### config.mk
export PLATFORM = sky130hd
export DESIGN_NAME = regfile_rmw_master
export DESIGN_NICKNAME = d
export VERILOG_FILES = /design/src/rtl/regfile_rmw_master.sv
export SDC_FILE = /design/constraint.sdc
export NUM_CORES = 1
export LEC_CHECK = 0
export BUFFER_PORTS_ARGS = -buffer_cell sky130_fd_sc_hd__buf_2
export CAP_MARGIN = 20
export CORE_MARGIN = 5
export CORE_UTILIZATION = 29
export DETAILED_ROUTE_END_ITERATION = 12
export PLACE_DENSITY = 0.52
export SLEW_MARGIN = 30
export SYNTH_ARGS = -nofsm -noshare
export SYNTH_HDL_FRONTEND = slang
export SYNTH_SLANG_ARGS = --single-unit
### constraint.sdc
create_clock -name clk -period 7.1 [get_ports clk]
set_clock_uncertainty 0.2 [all_clocks]
set_input_delay 0.71 -clock clk [delete_from_list [all_inputs] [get_ports clk]]
set_output_delay 0.71 -clock clk [all_outputs]
set_load 0.005 [all_outputs]
### src/rtl/regfile_rmw_master.sv
// Register-file read-modify-write sequencer. It takes one rd <- rs1 op rs2 command at a time,
// reads the operands, writes the result, waits for the write ack and returns a response pulse.
module regfile_rmw_master #(
    parameter int DATA_WIDTH  = 32,
    parameter int ADDR_WIDTH  = 5,
    parameter int RD_WAIT     = 1,
    parameter int ACK_TIMEOUT = 4,
    parameter int ZERO_REG_RO = 1
) (
    input  logic                  clk,
    input  logic                  rst,
    input  logic                  cmd_valid,
    output logic                  cmd_ready,
    input  logic [1:0]            cmd_op,
    input  logic [ADDR_WIDTH-1:0] cmd_rd,
    input  logic [ADDR_WIDTH-1:0] cmd_rs1,
    input  logic [ADDR_WIDTH-1:0] cmd_rs2,
    output logic [ADDR_WIDTH-1:0] rf_rd_addr1,
    output logic [ADDR_WIDTH-1:0] rf_rd_addr2,
    input  logic [DATA_WIDTH-1:0] rf_rd_data1,
    input  logic [DATA_WIDTH-1:0] rf_rd_data2,
    output logic                  rf_wr_en,
    output logic [ADDR_WIDTH-1:0] rf_wr_addr,
    output logic [DATA_WIDTH-1:0] rf_wr_data,
    input  logic                  rf_wr_ack,
    output logic                  rsp_valid,
    output logic [DATA_WIDTH-1:0] rsp_data,
    output logic                  rsp_err
);

    typedef enum logic [2:0] {
        S_IDLE     = 3'd0,
        S_READ     = 3'd1,
        S_EXEC     = 3'd2,
        S_WRITE    = 3'd3,
        S_WAIT_ACK = 3'd4,
        S_DONE     = 3'd5
    } state_t;

    localparam logic [3:0]            RD_WAIT_C     = 4'(RD_WAIT);
    localparam logic [3:0]            ACK_TIMEOUT_C = 4'(ACK_TIMEOUT);
    localparam logic [ADDR_WIDTH-1:0] ADDR_ZERO     = {ADDR_WIDTH{1'b0}};
    localparam logic [DATA_WIDTH-1:0] DATA_ZERO     = {DATA_WIDTH{1'b0}};

    function automatic logic [DATA_WIDTH-1:0] alu(input logic [1:0] op,
                                                 input logic [DATA_WIDTH-1:0] a,
                                                 input logic [DATA_WIDTH-1:0] b);
        case (op)
            2'b00:   alu = a + b;
            2'b01:   alu = a - b;
            2'b10:   alu = a & b;
            2'b11:   alu = a;
            default: alu = a;
        endcase
    endfunction

    state_t                state_q, state_d;
    logic [3:0]            rd_cnt_q, rd_cnt_d;
    logic [3:0]            ack_cnt_q, ack_cnt_d;
    logic [1:0]            op_q, op_d;
    logic [ADDR_WIDTH-1:0] rd_q, rd_d;
    logic [ADDR_WIDTH-1:0] rd_addr1_q, rd_addr1_d;
    logic [ADDR_WIDTH-1:0] rd_addr2_q, rd_addr2_d;
    logic [DATA_WIDTH-1:0] opa_q, opa_d;
    logic [DATA_WIDTH-1:0] opb_q, opb_d;
    logic [DATA_WIDTH-1:0] result_q, result_d;
    logic                  wr_en_q, wr_en_d;
    logic [ADDR_WIDTH-1:0] wr_addr_q, wr_addr_d;
    logic [DATA_WIDTH-1:0] wr_data_q, wr_data_d;
    logic                  rsp_valid_q, rsp_valid_d;
    logic [DATA_WIDTH-1:0] rsp_data_q, rsp_data_d;
    logic                  rsp_err_q, rsp_err_d;

    assign cmd_ready   = (state_q == S_IDLE) && !rst;
    assign rf_rd_addr1 = rd_addr1_q;
    assign rf_rd_addr2 = rd_addr2_q;
    assign rf_wr_en    = wr_en_q;
    assign rf_wr_addr  = wr_addr_q;
    assign rf_wr_data  = wr_data_q;
    assign rsp_valid   = rsp_valid_q;
    assign rsp_data    = rsp_data_q;
    assign rsp_err     = rsp_err_q;

    // Next-state and registered-output computation for the command sequencer.
    always_comb begin
        state_d     = state_q;
        rd_cnt_d    = rd_cnt_q;
        ack_cnt_d   = ack_cnt_q;
        op_d        = op_q;
        rd_d        = rd_q;
        rd_addr1_d  = rd_addr1_q;
        rd_addr2_d  = rd_addr2_q;
        opa_d       = opa_q;
        opb_d       = opb_q;
        result_d    = result_q;
        wr_en_d     = 1'b0;
        wr_addr_d   = wr_addr_q;
        wr_data_d   = wr_data_q;
        rsp_valid_d = 1'b0;
        rsp_data_d  = rsp_data_q;
        rsp_err_d   = rsp_err_q;
        case (state_q)
            S_IDLE: begin
                if (cmd_valid && cmd_ready) begin
                    op_d       = cmd_op;
                    rd_d       = cmd_rd;
                    rd_addr1_d = cmd_rs1;
                    rd_addr2_d = cmd_rs2;
                    rd_cnt_d   = 4'd1;
                    state_d    = S_READ;
                end else begin
                    state_d = S_IDLE;
                end
            end
            S_READ: begin
                if (rd_cnt_q == RD_WAIT_C) begin
                    opa_d   = rf_rd_data1;
                    opb_d   = rf_rd_data2;
                    state_d = S_EXEC;
                end else begin
                    rd_cnt_d = rd_cnt_q + 4'd1;
                end
            end
            S_EXEC: begin
                result_d = alu(op_q, opa_q, opb_q);
                // Register 0 is read-only: complete without touching the file.
                if ((ZERO_REG_RO != 0) && (rd_q == ADDR_ZERO)) begin
                    rsp_valid_d = 1'b1;
                    rsp_data_d  = result_d;
                    rsp_err_d   = 1'b0;
                    state_d     = S_DONE;
                end else begin
                    wr_en_d   = 1'b1;
                    wr_addr_d = rd_q;
                    wr_data_d = result_d;
                    state_d   = S_WRITE;
                end
            end
            S_WRITE: begin
                ack_cnt_d = 4'd1;
                state_d   = S_WAIT_ACK;
            end
            S_WAIT_ACK: begin
                if (rf_wr_ack) begin
                    rsp_valid_d = 1'b1;
                    rsp_data_d  = result_q;
                    rsp_err_d   = 1'b0;
                    state_d     = S_DONE;
                end else if (ack_cnt_q == ACK_TIMEOUT_C) begin
                    rsp_valid_d = 1'b1;
                    rsp_data_d  = result_q;
                    rsp_err_d   = 1'b1;
                    state_d     = S_DONE;
                end else begin
                    ack_cnt_d = ack_cnt_q + 4'd1;
                end
            end
            S_DONE: begin
                state_d = S_IDLE;
            end
            default: begin
                state_d = S_IDLE;
            end
        endcase
    end

    // State and output registers with synchronous reset.
    always_ff @(posedge clk) begin
        if (rst) begin
            state_q     <= S_IDLE;
            rd_cnt_q    <= 4'd0;
            ack_cnt_q   <= 4'd0;
            op_q        <= 2'b00;
            rd_q        <= ADDR_ZERO;
            rd_addr1_q  <= ADDR_ZERO;
            rd_addr2_q  <= ADDR_ZERO;
            opa_q       <= DATA_ZERO;
            opb_q       <= DATA_ZERO;
            result_q    <= DATA_ZERO;
            wr_en_q     <= 1'b0;
            wr_addr_q   <= ADDR_ZERO;
            wr_data_q   <= DATA_ZERO;
            rsp_valid_q <= 1'b0;
            rsp_data_q  <= DATA_ZERO;
            rsp_err_q   <= 1'b0;
        end else begin
            state_q     <= state_d;
            rd_cnt_q    <= rd_cnt_d;
            ack_cnt_q   <= ack_cnt_d;
            op_q        <= op_d;
            rd_q        <= rd_d;
            rd_addr1_q  <= rd_addr1_d;
            rd_addr2_q  <= rd_addr2_d;
            opa_q       <= opa_d;
            opb_q       <= opb_d;
            result_q    <= result_d;
            wr_en_q     <= wr_en_d;
            wr_addr_q   <= wr_addr_d;
            wr_data_q   <= wr_data_d;
            rsp_valid_q <= rsp_valid_d;
            rsp_data_q  <= rsp_data_d;
            rsp_err_q   <= rsp_err_d;
        end
    end

endmodule

==> Word-level counts from Yosys, hierarchy flattened <==
Cells that the tools add are included.
{ "classes": {"n_eq_ne": 16, "reduce_logical": 17, "bitwise": 3, "addsub": 4, "muxes": 26} }
{ "op_table": {"columns": ["operator", "n"], "rows": [
  ["one-hot mux 32 bit (4 select lines)", 1],
  ["two-way mux 32 bit", 3],
  ["one-hot mux 32 bit (2 select lines)", 1],
  ["adder 32 bit", 1],
  ["bitwise AND 32 bit", 1],
  ["subtractor 32 bit", 1],
  ["two-way mux 4 bit", 4],
  ["one-hot mux 4 bit (2 select lines)", 2],
  ["one-hot mux 3 bit (5 select lines)", 1],
  ["two-way mux 3 bit", 4],
  ["!= test 2 bit (second input constant)", 5],
  ["AND reduction 3 bit", 3],
  ["adder 4 x 1 -> 4 bit (second input constant)", 2],
  ["two-way mux 1 bit", 8],
  ["AND reduction 2 bit", 4],
  ["== test 3 x 2 -> 1 bit (second input constant)", 2],
  ["nonzero test 2 bit", 3],
  ["zero test 5 bit", 1],
  ["== test 2 bit (second input constant)", 2],
  ["== test 4 x 1 -> 1 bit (second input constant)", 1],
  ["== test 4 x 3 -> 1 bit (second input constant)", 1],
  ["one-hot mux 1 bit (2 select lines)", 2],
  ["== test 3 x 1 -> 1 bit (second input constant)", 1],
  ["== test 3 bit (second input constant)", 1],
  ["9 further kinds", 11]
]} }
{ "word_totals": {"word_cells": 82, "out_inout_bits": 83, "ff_bits": 196, "inputBits": 85} }

==> Logic depth before layout (Yosys ltp) <==
{ "depth": {"word_depth": 5, "depth_mapped": 17, "ltp_nobuf": 16} }

==> Least setup slack after synthesis <==
Ideal clock, no wire load.
{ "synth_path": {"path_kind": "flip-flop to flip-flop", "start": "register opb_q[2]", "end": "register rsp_data_q[26] (netlist: rsp_data[26])", "required_time_ns": 6.830, "path_buffers": 2, "t_arrival_ns": 3.698, "path_stages_with_launch": 16, "path_slack_ns": 3.131, "setup_ns": 0.070, "period_less_slack_ns": 3.969, "path_cell_list": "dfxtp_1 > clkbuf_1 > nor4_1 > nand3_1 > o41ai_1 > xor2_1 > ha_1 > clkbuf_1 > or2_2 > a32o_1 > o21ai_0 > a21oi_1 > o21a_1 > o31a_1 > a211o_1 > a21oi_1"} }
{ "synth_via": {"elab_chain_len": 4, "elab_cells_between_ends": 5, "classes_between": "add/sub (2); mux (3)"} }
{ "synth_rtl": {"columns": ["item", "line_no", "rtl"], "rows": [
  ["start: declaration", "65", "logic [DATA_WIDTH-1:0] opb_q, opb_d;"],
  ["start signal: assignment", "195", "opb_q <= opb_d;"],
  ["subtractor 32 bit or adder 32 bit (tied branches)", "50, 49", null],
  ["one-hot mux 32 bit (4 select lines) *", "48", "case (op)"],
  ["two-way mux 32 bit *", "127", "if ((ZERO_REG_RO != 0) && (rd_q == ADDR_ZERO)) begin"],
  ["one-hot mux 32 bit (2 select lines) *", "102", "case (state_q)"],
  ["end signal: assignment", "201", "rsp_data_q <= rsp_data_d;"],
  ["end: declaration", "71", "logic [DATA_WIDTH-1:0] rsp_data_q, rsp_data_d;"]
]} }
Every way passes the cells marked *; elsewhere a longest branch is shown, timed or not. The select of a mux whose other input is x is not followed.
A chain may end at the register's enable or synchronous reset.

==> Worst setup path in the final report <==
{ "layout_path": {"start": "register op_q[0]", "end": "register wr_data_q[31] (netlist: rf_wr_data[31])"} }
{ "layout_via": {"elab_chain_len": 2, "elab_cells_between_ends": 5, "classes_between": "eq/ne (3); mux (1); reduce/logical (1)"} }
{ "layout_rtl": {"columns": ["item", "line_no", "rtl"], "rows": [
  ["start: declaration", "60", "logic [1:0] op_q, op_d;"],
  ["start signal: assignment", "190", "op_q <= op_d;"],
  ["== test 2 bit, or another cell as far along", "48", null],
  ["one-hot mux 32 bit (4 select lines) *", "48", null],
  ["end signal: assignment", "199", "wr_data_q <= wr_data_d;"],
  ["end: declaration", "69", "logic [DATA_WIDTH-1:0] wr_data_q, wr_data_d;"]
]} }
Every way passes the cells marked *; elsewhere a longest branch is shown, timed or not.

==> impl_metrics.toml <==
[clocking]
cts_num_sinks = 196
cts.hold.buffers_added = 0
clockRootBuffer = "clkbuf_16"
h-tree-depth = 4
cts-buffers-inserted = 17
post_cts_buffers = 0
clk_path_buf_depth = 2
clk_latency_ns = 0.45
cts.repair.resized = 0
cts_tree = "built"
path_clk_slew_ns = 0.08

[global_route]
overflow = 0
antenna_found_initial = 0
grt_max_degree = 74
grt_usage_pct = 16.4
grt_pass1_wl_microns = 51400
grt_pass1_vias = 8846

[outcome]
outcome = "complete, no violations"

[drt]
vias = 9407
wl_microns = 32600
drc_errors = 0
wl_per_cell_microns = 17.3
dr.pass1.iters = 5
routed_via_density = 4.99
antenna_left = 0
drt-initial-drc-count = 544

[worst_setup_path]
r2r_setup_slack_ns = 2.30
crit_cells = 12
r2r_start = "op_q[0]"
endpoint_kind = "register"
crit_top_cell = "o31a_1"
crit_fanout = 17
worstSetupPathType = "register to register"
crit_chain = "nand2b_1 > mux2i_1 > ha_1 > nor2b_1 > o31a_1 > o31a_1 > o211ai_1 > o21ai_1 > a31oi_1 > o31ai_1 > a311oi_1 > a21oi_1"
r2r_cells = 12
reg2reg_to = "rf_wr_data[31]"
critPathCapture = "rf_wr_data[31]"
critPathLaunch = "op_q[0]"
start_kind = "register"
required_ns = 7.21
arrival_ns = 4.91
cpPeakStageDelay_ns = 0.72
critical-path-top-delay-family = "compound AO/OA/AOI/OAI gates"
path_buf_inv = 0
crit_path_top_delay_cell = "dfxtp_1"

[synth]
async_flop_share_pct = 0
synth_area_sq_um = 10100
synthCells = 1310
synth_seq_cells = 196
synth_top_area_share_pct = 38.8
synth_top_area_cell = "dfxtp_1"
synthTopCellsByArea = "dfxtp_1 (39%), nand2_1 (9.4%), a21oi_1 (8.8%)"
synth-edff-count = 0
ys_seq_area_share_pct = 38.8
yosysWarnings = 0
syn-num-nets = 1433
ys_types = 63
ys.flop_type = "dfxtp_1"
synth_area_per_cell_sq_um = 7.73

[layout]
nFillCells = 3795
nNetsFinal = 1540
antenna_cells = 0
drive_gt1_share_pct = 16.1
area_growth_pct = 17.9

[pwr]
total_power_mw = 6.60
p_leak_nw = 4.75
max-vdd-ir-drop_v = 0.000266
power.density_nw_per_um2 = 553

[timing]
hold_viol = 0
post-route-period-util_pct = 67.6
relSlewSlack_pct = 45.7
hold_ws_ns = 0.256
setup_tns_ns = 0
fin_crit_ns = 4.80
grt_setup_unrepaired = "false"
worstMarginPinSlew_ns = 0.815
fmax_mhz = 208
setup_viol = 0
drv_slew = 0

[placed_design]
io_buffers = 167
routabilityCongestion = 0.854
dp_hpwl_microns = 23900

[floorplanning]
start_util_pct = 29.3
chipHeight_microns = 197
dieArea_sq_um = 38700
die_x_microns = 197
coreArea_sq_um = 34500
num_rows = 68
io_pins = 168

[hold_path]
min_path_type = "register to register"

[run]
cap_violations = 0
per-layer routing:
layer  wire [microns]  up-vias  GRT usage [%]  share of wire (%)
met5                0        -              0                  0
met4              370        0           3.52                1.1
met3             1230       24           2.97                3.8
met2            14000      183           24.4                 43
met1            17000     4378           24.8                 52
li1                 -     4822              -                  -
stage by stage:
stage	cells	utilization (%)	instance area (sq um)	worst slack, ns
floorplan	1310	-	10100	3.13
global placement	1851	32.6	11300	2.37
detailed placement	1853	32.8	11300	2.32
CTS	1885	34.6	11900	2.24
global route	1885	34.6	11900	1.83
finish	1885	34.6	11900	2.30
cell usage after synthesis, types with 5 or more instances:
master	instances
clkbuf_1	81
a211oi_1	46
xnor2_1	27
nor2b_1	10
nor4_1	11
a21oi_1	177
inv_1	21
nor2_1	116
nand2b_1	9
buf_1	5
dfxtp_1	196
nor3_1	25
o211ai_1	31
and2_1	7
o31ai_1	9
nand2_1	253
o21a_1	21
o21ai_0	59
mux2i_1	5
ha_1	37
a211o_1	8
o21bai_1	5
a21o_1	20
xor2_1	28
nand3_1	11
a311oi_1	7
o31a_1	7
a31oi_1	10
and3_1	7
logic make-up after synthesis:
kind of cell	Yosys count	share of synthesized area, %
xor+xnor	55	4.76
buf+inv	116	4.54
simple gates	475	20.4
compound gates	425	26.3
fa+ha+maj	38	4.77
flops	196	38.8
mux	5	0.494
power by group:
group	leakage, nW	internal, mW	switching [mW]
Sequential	1.59	1.30	0.155
Clock	0.298	0.508	0.508
Combinational	2.86	1.53	2.60
area by class of cell:
class	instances	area [sq um]	area share, %
well taps	455	569	4.77
inverters	22	82.6	0.692
flip-flops and latches	196	3930	32.9
clock buffers	17	425	3.56
multi-input cells	998	5760	48.3
clock inverters	15	184	1.54
repair buffers	182	991	8.30
sequential cells by signal, summed over array words and instances (netlist names), 2 cells and up:
register,count
opa_q,32
opb_q,32
result_q,32
rf_wr_data,32
rsp_data,32
rd_q,5
rf_rd_addr1,5
rf_rd_addr2,5
rf_wr_addr,5
ack_cnt_q,4
rd_cnt_q,4
state_q,3
op_q,2
placed cells by master, fill, tap and decap left out, types with 3 or more instances in the layout:
cell type	Yosys	routed
o21bai_1	5	5
o41ai_1	3	3
o21a_1	21	21
nand2b_1	9	9
nand2_1	253	251
and2_1	7	6
o21ai_0	59	59
inv_1	21	21
nor3_1	25	25
buf_2	4	166
a32oi_1	3	3
nor2_1	116	115
a311oi_1	7	7
o31a_1	7	7
xnor2_1	27	27
mux2i_1	5	5
a21o_1	20	20
xor2_1	28	28
o21ai_1	3	3
ha_1	37	37
or3_1	4	4
a211o_1	8	8
buf_4	3	14
a211oi_1	46	46
nor4_1	11	11
dfxtp_1	196	195
nor4b_1	4	4
a21oi_1	177	177
and3_1	7	7
o211ai_1	31	31
clkinv_8	0	4
nor2b_1	10	9
o31ai_1	9	9
nand3_1	11	11
nand4_1	4	4
inv_6	0	5
clkbuf_16	0	17
a31oi_1	10	10
tightest hold or removal path, stage by stage, from the launching register on:
cell     delay, ns
dfxtp_1       0.31
nand2_1       0.05
a21oi_1       0.05
worst min path at each step:
stage | start | to | cells past startpoint
floorplan | result_q[0] | result_q[0] | 2
global placement | rsp_data[23] | rsp_data[23] | 2
detailed placement | rsp_data[23] | rsp_data[23] | 2
CTS | rsp_data[17] | rsp_data[17] | 2
global route | rsp_data[17] | rsp_data[17] | 2
finish | rf_rd_addr2[3] | rf_rd_addr2[3] | 2
Power figures use the tool's default switching activity.
